<file path="config.mk">
export PLATFORM = sky130hd
export DESIGN_NAME = alu_op_sequencer
export DESIGN_NICKNAME = d
export VERILOG_FILES = /design/src/rtl/alu_seq_pkg.sv /design/src/rtl/alu_seq_fifo.sv /design/src/rtl/alu_op_sequencer.sv
export SDC_FILE = /design/constraint.sdc
export NUM_CORES = 1
export LEC_CHECK = 0
export CAP_MARGIN = 0
export CORE_MARGIN = 2
export CORE_UTILIZATION = 36
export DETAILED_ROUTE_END_ITERATION = 10
export PLACE_DENSITY = 0.51
export SYNTH_ARGS = -nofsm -noshare
export SYNTH_HDL_FRONTEND = slang
export SYNTH_HIERARCHICAL = 1
export SYNTH_SLANG_ARGS = --single-unit
</file>
<file path="constraint.sdc">
create_clock -name clk -period 9.1 [get_ports clk]
set_input_delay 1.82 -clock clk [delete_from_list [all_inputs] [get_ports clk]]
set_output_delay 1.82 -clock clk [all_outputs]
set_load 0.05 [all_outputs]
</file>
<file path="src/rtl/alu_seq_pkg.sv">
// alu_seq_pkg: shared types and constants for the ALU op sequencer
//   ACC_W    : accumulator width
//   OP_REP_W : width of the per-op repeat count carried in op_t
//   func_e   : ALU function code (add, mul, shl, hold)
//   state_e  : sequencer FSM states
//   op_t     : one queued op (operand A, function, extra repetitions)
package alu_seq_pkg;
   localparam int ACC_W = 8;
   localparam int OP_REP_W = 3;
   typedef enum logic [1:0] {F_ADD, F_MUL, F_SHL, F_HOLD} func_e;
   typedef enum logic {S_IDLE, S_EXEC} state_e;
   typedef struct packed {
      logic [3:0]          data;
      func_e               func;
      logic [OP_REP_W-1:0] rep;
   } op_t;
endpackage

</file>
<file path="src/rtl/alu_seq_fifo.sv">
// alu_seq_fifo: synchronous FIFO of DEPTH op_t entries
//   clk, rst   : clock, synchronous active-high reset (empties the FIFO)
//   push, din  : store din when push is high (caller keeps push low when full)
//   pop, dout  : dout is the head entry; pop drops it (caller keeps pop low when empty)
//   full, empty, count : occupancy; push and pop together leave count unchanged
module alu_seq_fifo
   import alu_seq_pkg::*;
#(
   parameter int DEPTH = 4
) (
   input  logic                   clk,
   input  logic                   rst,
   input  logic                   push,
   input  op_t                    din,
   input  logic                   pop,
   output op_t                    dout,
   output logic                   full,
   output logic                   empty,
   output logic [$clog2(DEPTH):0] count
);
   localparam int AW = $clog2(DEPTH);
   localparam int CW = AW + 1;
   op_t           mem [DEPTH];
   logic [AW-1:0] wr_ptr, rd_ptr;
   // Pointers wrap naturally because DEPTH is a power of two.
   always_ff @(posedge clk) begin
      if (rst) begin
         wr_ptr <= '0;
         rd_ptr <= '0;
         count  <= '0;
      end else begin
         if (push) wr_ptr <= wr_ptr + AW'(1);
         if (pop) rd_ptr <= rd_ptr + AW'(1);
         count <= count + CW'(push) - CW'(pop);
      end
   end
   always_ff @(posedge clk) begin
      if (push) mem[wr_ptr] <= din;
   end
   assign dout  = mem[rd_ptr];
   assign full  = count == CW'(DEPTH);
   assign empty = count == '0;
endmodule

</file>
<file path="src/rtl/alu_op_sequencer.sv">
// alu_op_sequencer: queues ALU ops and applies each one rep+1 times to an 8-bit accumulator
//   clk, rst          : clock, synchronous active-high reset (discards queued and in-flight ops)
//   op_valid/op_ready : op handshake; op_ready while the FIFO holds fewer than DEPTH ops
//   op_data, op_func  : operand A and function (00 add, 01 mul, 10 shl, 11 hold)
//   op_rep            : extra repetitions of the op
//   acc_out           : accumulator; B operand is acc_out[3:0]
//   busy              : executing or ops queued
//   done              : one-cycle pulse after an op's final application
//   ops_done          : count of done pulses, present only when SEQ_OPCNT_EN is defined
module alu_op_sequencer
   import alu_seq_pkg::*;
#(
   parameter int DEPTH = 4,
   parameter int REP_W = OP_REP_W
) (
   input  logic             clk,
   input  logic             rst,
   input  logic             op_valid,
   output logic             op_ready,
   input  logic [3:0]       op_data,
   input  logic [1:0]       op_func,
   input  logic [REP_W-1:0] op_rep,
   output logic [ACC_W-1:0] acc_out,
   output logic             busy,
   output logic             done
`ifdef SEQ_OPCNT_EN
   ,
   output logic [7:0]       ops_done
`endif
);
   localparam int CW = $clog2(DEPTH) + 1;
   op_t              din, head;
   logic             full, empty, push, pop;
   logic [CW-1:0]    count;
   state_e           state;
   logic [3:0]       op_a;
   func_e            op_f;
   logic [REP_W-1:0] rep_cnt;
   logic [ACC_W-1:0] alu_res;
   assign din      = '{data: op_data, func: func_e'(op_func), rep: op_rep};
   assign op_ready = count < CW'(DEPTH);
   assign push     = op_valid & ~full;
   // Pop when leaving IDLE or on the final application, so queued ops run without a bubble.
   assign pop      = ~empty & ((state == S_IDLE) | (rep_cnt == '0));
   assign busy     = (state == S_EXEC) | ~empty;
   // Shifts of 8 or more clear the result; op_a[3] flags that case.
   assign alu_res  = op_f == F_ADD ? ACC_W'(op_a) + ACC_W'(acc_out[3:0])
                   : op_f == F_MUL ? ACC_W'(op_a) * ACC_W'(acc_out[3:0])
                   : op_f == F_SHL ? (op_a[3] ? '0 : ACC_W'(acc_out[3:0]) << op_a[2:0])
                   : acc_out;
   alu_seq_fifo #(.DEPTH(DEPTH)) fifo (
      .clk  (clk),
      .rst  (rst),
      .push (push),
      .din  (din),
      .pop  (pop),
      .dout (head),
      .full (full),
      .empty(empty),
      .count(count)
   );
   always_ff @(posedge clk) begin
      if (rst) begin
         state   <= S_IDLE;
         acc_out <= '0;
         done    <= 1'b0;
         op_a    <= '0;
         op_f    <= F_HOLD;
         rep_cnt <= '0;
`ifdef SEQ_OPCNT_EN
         ops_done <= '0;
`endif
      end else begin
         done <= 1'b0;
         if (state == S_EXEC) begin
            acc_out <= alu_res;
            if (rep_cnt != '0) rep_cnt <= rep_cnt - REP_W'(1);
            else begin
               done <= 1'b1;
`ifdef SEQ_OPCNT_EN
               ops_done <= ops_done + 8'd1;
`endif
               if (empty) state <= S_IDLE;
            end
         end
         if (pop) begin
            op_a    <= head.data;
            op_f    <= head.func;
            rep_cnt <= head.rep;
            state   <= S_EXEC;
         end
      end
   end
endmodule

</file>
==> results of run 1 <==
==> worst paths after layout <==
check | to
max | busy
min | acc_out[7]
max reg2reg | acc_out[6]
min reg2reg | acc_out[7]
==> synthesized netlist by cell type (all sizes together) <==
| cell | n |
|---|---|
| a21bo | 1 |
| o21ai | 9 |
| clkinv | 1 |
| a21oi | 13 |
| a31o | 1 |
| xor2 | 2 |
| o2111ai | 1 |
| and2 | 13 |
| nor3 | 6 |
| o311a | 1 |
| o221ai | 1 |
| clkbuf | 5 |
| a221o | 1 |
| buf | 6 |
| a2bb2oi | 1 |
| a311oi | 2 |
| o211ai | 2 |
| o311ai | 2 |
| mux4 | 9 |
| nor4 | 2 |
| inv | 20 |
| a31oi | 3 |
| a32o | 1 |
| o2111a | 1 |
| nand2b | 4 |
| nor3b | 2 |
| nand4b | 2 |
| and3 | 2 |
| xnor2 | 4 |
| fa | 6 |
| nor2b | 6 |
| nand2 | 16 |
| a221oi | 1 |
| dfxtp | 28 |
| nand3 | 2 |
| ha | 25 |
| a32oi | 1 |
| or3b | 1 |
| edfxtp | 36 |
| nand3b | 3 |
| xor3 | 1 |
| mux2i | 10 |
| a211oi | 6 |
| a21o | 4 |
| nor2 | 24 |
==> state kept, by name, indices dropped and copies added, names as in the netlist, named ones only <==
register and cells:
acc_out 8, done 1, fifo/count 3, fifo/mem 36, fifo/rd_ptr 2, fifo/wr_ptr 2, op_a 4, op_f 2
rep_cnt 3, state 1
==> final cells by class <==
cell class                      instances  share of cell area [%]
Sequential cell                        64                    42.2
Multi-Input combinational cell        192                    41.3
Timing Repair Buffer                   23                    5.85
Tap cell                              111                    3.57
Clock buffer                           10                    3.28
Inverter                               21                    2.03
Clock inverter                          6                    1.80
==> worst max-delay path, stage by stage, from the launching register on <==
cell	delay, ns
dfxtp_1	0.34
nor3_1	0.69
nand2_1	0.16
clkdlybuf4s50_1	0.73
==> metal layers <==
metal  vias up  track usage (%)
li1       1102                -
met1      1066             18.2
met2        29             23.2
met3         7             2.57
met4         0             5.72
met5         -                0
==> cells by family after synthesis <==
logic type,count (synthesis)
xor gates and xnor gates,7
buffers and inverters,32
DFF,64
adders and majority gates,31
and+or+nand+nor,83
AOI/OAI and AO/OA,52
muxes,19
==> power by group through the flow <==
stage          clock [W]  sequential [W]  combinational [W]
2_1_floorplan          0        0.000437           0.000359
3_3_place_gp           0        0.000470           0.000435
3_5_place_dp           0        0.000472           0.000439
4_1_cts         0.000246        0.000465           0.000440
5_1_grt         0.000260        0.000478           0.000487
6_report        0.000236        0.000463           0.000435
==> per-stage QoR <==
stage | hold slack (ns) | power (W)
2_1_floorplan | 0.454 | 0.000795
3_3_place_gp | 0.486 | 0.000906
3_5_place_dp | 0.493 | 0.000911
4_1_cts | 0.503 | 0.00115
5_1_grt | 0.539 | 0.00123
6_report | 0.499 | 0.00113
==> impl_metrics.yaml, run 1 <==
critical_path:
  cp-end-kind: "output port"
  startpoint_type: "flop"
  arrival_ns: 2.24
  critical_path_class: "flop to output port"
  r2r_cells: 10
  path_max_fanout: 7
  crit_required_ns: 7.28
  r2r_slack_ns: 5.62
  r2r-start: "op_a[1]"
  setup.worst_path.start: "fifo/count[2]"
timing:
  fin_ws_ns: 5.04
  drv_slew: 0
  finalHoldViolations: 0
  period_share_pct: 44.7
  setup_viol: 0
  worst_pin_slew_ns: 0.843
  setup_tns_ns: 0
  timing.fmax_ghz: 0.246
  relSlewSlack_pct: 43.3
  finClkSkew_ns: 0.00830
  min_period_ns: 4.06
  rsz0062_at_grt: "false"
global_routing:
  globalRouteOverflowTotal: 0
  grt_start_max_net_pins: 28
  grt_pass1_vias: 2222
  grt_pass1_wl_um: 10900
  antenna_found_initial: 0
  grt_use_total_pct: 14.0
detailed_routing:
  first_pass_iters: 4
  top_layer: "met4"
  post-route-drc-count: 0
  via_per_inst: 5.16
  wl_per_cell_um: 15.4
  vias: 2204
  dr_wl_met3_um: 136
  routed_wl_um: 6590
  drtIter0Drc: 61
  ant_nets: 0
  wl_met2_um: 3230
  wirelength_met1_um: 3160
clock_network:
  clock_latency_ns: 0.33
  tritoncts: "done"
  h-tree-depth: 3
  numCtsBuffers: 9
  post_cts_buffers: 0
  cts_sinks: 64
  root_buffer: "clkbuf_8"
  ctsResizeCount: 0
  cts.hold.buffers_added: 0
  clkSlewWorstSetupHoldPaths_ns: 0.07
  clk_path_buf_depth: 2
power:
  p_leak_nw: 1.49
  p_comb_share_pct: 38.4
  ir_drop_uv: 110
  clockPowerShare_pct: 20.8
  p_int_w: 0.000693
  p_per_area_nw_per_um2: 291
  sw_frac_of_total_pct: 38.9
  p_seq_share_pct: 40.8
  power.net_switching_w: 0.000441
status:
  status: "finished clean"
floorplan:
  io_pins: 23
  dieWidth_um: 101
  coreArea_um2: 9200
  die_area_um2: 10200
  rows: 35
  start_util_pct: 36.8
  fp.dieH_um: 101
yosys:
  yosys_register_bits: 64
  synth.largest_area_cell: "edfxtp_1"
  synth_top_family_by_area: "simple AND/OR/NAND/NOR gates"
  synth_top_area_share_pct: 32.0
  synth.avg_cell_area_um2: 11.7
  synth_compound_area_share_pct: 10.6
  synthSimpleGateAreaFrac_pct: 12.9
  synth_nets: 331
  synthMuxAreaShare_pct: 8.95
  yosys-top-cells-area: "edfxtp_1 32%, dfxtp_1 17%, ha_1 9.2%, mux4_2 6.0%, fa_1 3.6%"
  ys_seq_area_share_pct: 48.5
  synthCells: 288
  yosys_warnings: 6
  synth-xor-area-share_pct: 2.26
  synth.cell_area_um2: 3380
  synth_cell_types: 52
  synthAdderAreaFrac_pct: 12.8
hold_path:
  hold_class: "flop to flop"
  holdPathStages: 2
  min_from: "acc_out[7]"
layout:
  antenna_cells: 0
  layout_commonest_cell: "edfxtp_1"
  utilization_pct: 42.3
  fill_cells: 896
  postLayoutCellArea_um2: 3890
  drive_gt1_share_pct: 9.18
  final_cell_mix: "36 x edfxtp_1, 28 x dfxtp_1, 25 x ha_1"
  multi_input_area_um2: 1610
  stdcell_count: 427
  area_delta_synth_final_pct: 15.0
  regArea_um2: 1640
  finalNetCount: 354
run:
  maxCapViolations: 0
place:
  place_ws_ns: 5.35
  postPlaceCellArea_um2: 3690
  dp_hpwl_um: 4740
  place_congestion: 0.804
  dp_cells: 411
  port_buffers: 22
Note: power is estimated with default switching activity, not from simulation.
==> run 2: changes to the inputs <==
Settings changed: PLACE_DENSITY 0.51 to 0.53.
Clock period 9.1 ns to 3.7 ns, I/O delays scaled along.
==> impl_metrics.yaml, run 2 (synthesis results as in run 1) <==
timing:
  worst_pin_slew_ns: 0.618
  setup_tns_ns: 0
  fin_ws_ns: 0.464
  finalHoldViolations: 0
  setup_viol: 0
  min_period_ns: 3.24
  timing.fmax_ghz: 0.309
  rsz0062_at_grt: "false"
  relSlewSlack_pct: 58.7
  drv_slew: 0
  finClkSkew_ns: 0.00937
  period_share_pct: 87.5
place:
  dp_hpwl_um: 4730
  port_buffers: 22
  place_ws_ns: 0.445
  postPlaceCellArea_um2: 3730
  place_congestion: 0.828
power:
  ir_drop_uv: 272
  p_total_w: 0.00298
  p_per_area_nw_per_um2: 750
  clockPowerShare_pct: 24.4
  p_comb_share_pct: 39.3
  p_seq_share_pct: 36.3
  p_int_w: 0.00187
  p_leak_nw: 1.53
  power.net_switching_w: 0.00111
  sw_frac_of_total_pct: 37.2
critical_path:
  path_max_fanout: 9
  crit_top_cell: "fa_1"
  cp_num_buf_inv: 1
  path_cells: "nand2_1 > fa_1 > inv_1 > fa_1 > fa_1 > a21o_1 > a21oi_1 > xor2_1 > nor4_1 > or3b_1"
  crit_required_ns: 3.91
  crit_slowest_cell: "fa_1"
  crit_family: "adder cells"
  max_stage_delay_ns: 0.52
  cp-end-kind: "flop"
  critical_path_class: "flop to flop"
  arrival_ns: 3.45
  startpoint_type: "flop"
floorplan:
  die_area_um2: 10200
  rows: 35
  dieWidth_um: 101
  fp.dieH_um: 101
  coreArea_um2: 9200
  io_pins: 23
  start_util_pct: 36.8
clock_network:
  clkSlewWorstSetupHoldPaths_ns: 0.08
  cts.hold.buffers_added: 0
  post_cts_buffers: 0
  clk_path_buf_depth: 2
  numCtsBuffers: 9
  ctsResizeCount: 0
  h-tree-depth: 3
  clock_latency_ns: 0.33
  cts_sinks: 64
  tritoncts: "done"
  root_buffer: "clkbuf_8"
global_routing:
  antenna_found_initial: 0
  globalRouteOverflowTotal: 0
  grt_pass1_vias: 2279
  grt_pass1_wl_um: 11300
  grt_start_max_net_pins: 16
  grt_use_total_pct: 14.5
detailed_routing:
  post-route-drc-count: 0
  first_pass_iters: 4
  ant_nets: 0
  via_per_inst: 5.16
  vias: 2228
  routed_wl_um: 6660
  wl_per_cell_um: 15.4
  drtIter0Drc: 104
layout:
  layout_commonest_cell: "edfxtp_1"
  largest_reg_flops: 36
  area_delta_synth_final_pct: 17.5
  regMostFlops: "fifo/mem"
  final_cell_mix: "36 x edfxtp_1, 28 x dfxtp_1, 25 x ha_1"
  postLayoutCellArea_um2: 3970
  largestRegisters: "fifo/mem: 36 flops, acc_out: 8 flops, op_a: 4 flops"
  drive_gt1_share_pct: 10.9
  finalNetCount: 359
  fill_cells: 882
  antenna_cells: 0
  utilization_pct: 43.2
status:
  status: "finished clean"
hold_path:
  hold_class: "flop to flop"
run:
  maxCapViolations: 0
[run 2: changes by cell type in the layout (fill, tap and decap cells not counted), sizes merged]
cell	before	now
buf	1	6
bufinv	1	3
clkbuf	10	9
clkinv	6	4
clkinvlp	0	1
[run 2: worst register-to-register path, delay by kind of cell, from the launching register on]
kind,cells,cell delay (ns)
simple gates,3,0.56
compound gates,2,0.35
fa+ha+maj,3,1.51
buf+inv,1,0.06
flops,1,0.48
xor+xnor,1,0.17
[run 2: cell type report]
type	count	area [um^2]	area share [%]
clock inverter	7	120	3.02
clock buffer	9	124	3.12
inverter	21	78.8	1.98
tap	111	139	3.49
multi-input combinational	192	1610	40.4
timing repair buffer	28	265	6.68
sequential	64	1640	41.3
[run 2: final timing paths]
check | from | endpoint | slack, ns | cells after the start
setup / recovery | acc_out[2] | acc_out[6] | 0.46 | 10
hold / removal | rep_cnt[0] | rep_cnt[0] | 0.48 | 1
setup reg to reg | acc_out[2] | acc_out[6] | 0.46 | 10
hold reg to reg | rep_cnt[0] | rep_cnt[0] | 0.48 | 1
[run 2: per-layer routing]
layer,vias up,part of all wire [%],global-route usage [%]
met5,-,0,0
met4,0,1.2,5.61
met3,9,3.7,2.77
met2,48,48,23.0
met1,1060,47,19.7
li1,1111,-,-
[run 2: through the flow]
| stage | hold slack [ns] | std cells |
|---|---|---|
| after floorplan | 0.454 | 288 |
| after global placement | 0.477 | 416 |
| after detailed placement | 0.480 | 416 |
| after CTS | 0.492 | 432 |
| after global routing | 0.529 | 432 |
| final | 0.484 | 432 |
[run 2: power by group through the flow]
stage	combinational [W]	clock, W	sequential (W)
floorplan	0.000882	0	0.00107
detailed placement	0.00118	0	0.00110
finish	0.00117	0.000727	0.00108
global route	0.00132	0.000775	0.00111
global placement	0.00117	0	0.00110
CTS	0.00118	0.000745	0.00108
==> run 3: changes to the inputs <==
Settings changed: CORE_UTILIZATION 36 to 30, PLACE_DENSITY 0.53 to 0.46.
==> impl_metrics.yaml, run 3 (synthesis results as in run 1) <==
global_routing:
  grt_start_max_net_pins: 23
  globalRouteOverflowTotal: 0
  antenna_found_initial: 0
  grt_pass1_vias: 2245
  grt_use_total_pct: 13.0
  grt_pass1_wl_um: 11500
detailed_routing:
  post-route-drc-count: 0
  first_pass_iters: 4
  routed_wl_um: 7180
  ant_nets: 0
  vias: 2253
  wl_per_cell_um: 15.5
  via_per_inst: 4.88
  drtIter0Drc: 82
critical_path:
  critical_path_class: "flop to flop"
  r2r_cells: 10
  startpoint_type: "flop"
  arrival_ns: 3.52
  cp-end-kind: "flop"
  timing.rr.end: "acc_out[6]"
  crit_required_ns: 3.90
  r2r-start: "acc_out[3]"
  path_max_fanout: 8
  r2r_slack_ns: 0.38
clock_network:
  cts.hold.buffers_added: 0
  clock_latency_ns: 0.32
  cts_sinks: 64
  root_buffer: "clkbuf_16"
  tritoncts: "done"
  numCtsBuffers: 9
  post_cts_buffers: 0
  ctsResizeCount: 0
  clkSlewWorstSetupHoldPaths_ns: 0.05
  h-tree-depth: 3
  clk_path_buf_depth: 2
timing:
  finalHoldViolations: 0
  setup_tns_ns: 0
  finClkSkew_ns: 0.00369
  drv_slew: 0
  whs_ns: 0.505
  rsz0062_at_grt: "false"
  period_share_pct: 89.6
  min_period_ns: 3.32
  setup_viol: 0
  timing.fmax_ghz: 0.302
  relSlewSlack_pct: 56.9
  worst_pin_slew_ns: 0.646
floorplan:
  dieWidth_um: 110
  coreArea_um2: 10900
  start_util_pct: 30.9
  rows: 38
  io_pins: 23
  die_area_um2: 12100
  fp.dieH_um: 110
layout:
  area_delta_synth_final_pct: 20.8
  drive_gt1_share_pct: 10.6
  largest_reg_flops: 36
  antenna_cells: 0
  layout_commonest_cell: "edfxtp_1"
  final_cell_mix: "36 x edfxtp_1, 28 x dfxtp_1, 25 x ha_1"
  finalNetCount: 360
  postLayoutCellArea_um2: 4090
  regMostFlops: "fifo/mem"
  largestRegisters: "fifo/mem: 36 flops, acc_out: 8 flops, op_a: 4 flops"
power:
  sw_frac_of_total_pct: 36.1
  p_seq_share_pct: 34.4
  p_leak_nw: 1.57
  p_int_w: 0.00201
  p_total_w: 0.00315
  p_per_area_nw_per_um2: 770
  p_comb_share_pct: 37.8
  power.net_switching_w: 0.00114
  clockPowerShare_pct: 27.8
  ir_drop_uv: 280
status:
  status: "finished clean"
hold_path:
  holdPathStages: 2
  hold_class: "flop to flop"
  min_from: "acc_out[4]"
  hold_end: "acc_out[4]"
place:
  postPlaceCellArea_um2: 3770
  port_buffers: 22
  dp_hpwl_um: 5190
  place_congestion: 0.838
run:
  maxCapViolations: 0
## run 3: cell count changes in the layout (fill, tap and decap cells not counted)
cell and change:
clkinvlp_4 +1, clkbuf_16 +9, clkinv_1 +1, clkinv_4 -2, clkbuf_1 +1, clkbuf_8 -9, bufinv_16 -1, buf_4 +1
## run 3: per-layer routing
layer | vias to the layer above | part of all wire [%] | global-route usage (%)
met5 | - | 0 | 0
met4 | 0 | 1.8 | 5.54
met3 | 10 | 3.4 | 2.76
met2 | 39 | 48 | 21.2
met1 | 1088 | 46 | 16.9
li1 | 1116 | - | -
## run 3: power by group through the flow
stage	registers, W	clock network, W	logic [W]
floorplan	0.00107	0	0.000882
global placement	0.00110	0	0.00120
detailed placement	0.00110	0	0.00120
CTS	0.00109	0.000897	0.00121
global route	0.00112	0.000929	0.00132
finish	0.00108	0.000875	0.00119
## run 3: worst max-delay path: stages (launching register included)
cell and delay (ns):
dfxtp_1 0.46, nand2_1 0.14, fa_1 0.56, inv_1 0.06
fa_1 0.52, fa_1 0.47, a21o_1 0.19, a21oi_1 0.18
xor2_1 0.18, nor4_1 0.06, or3b_1 0.37
## run 3: layout make-up
type	instances	area (um^2)
sequential	64	1640
inverter	21	78.8
timing repair buffer	29	273
clock inverter	6	83.8
clock buffer	10	229
fill	1104	6850
multi-input combinational	192	1610
tap	140	175
## run 3: how the worst max path moves through the flow
stage | start | endpoint | slack, ns
global route | acc_out[3] | acc_out[6] | 0.16
finish | acc_out[3] | acc_out[6] | 0.38
global placement | acc_out[3] | acc_out[6] | 0.46
floorplan | acc_out[3] | acc_out[6] | 0.21
CTS | acc_out[3] | acc_out[6] | 0.36
detailed placement | acc_out[3] | acc_out[6] | 0.39
## run 3: metrics by stage
step                      setup WS (ns)  instances  utilization, %
after floorplan                   0.213        288               -
after global placement            0.461        446            34.5
after detailed placement          0.392        446            34.5
after CTS                         0.362        462            37.4
after global routing              0.160        462            37.4
final                             0.384        462            37.4
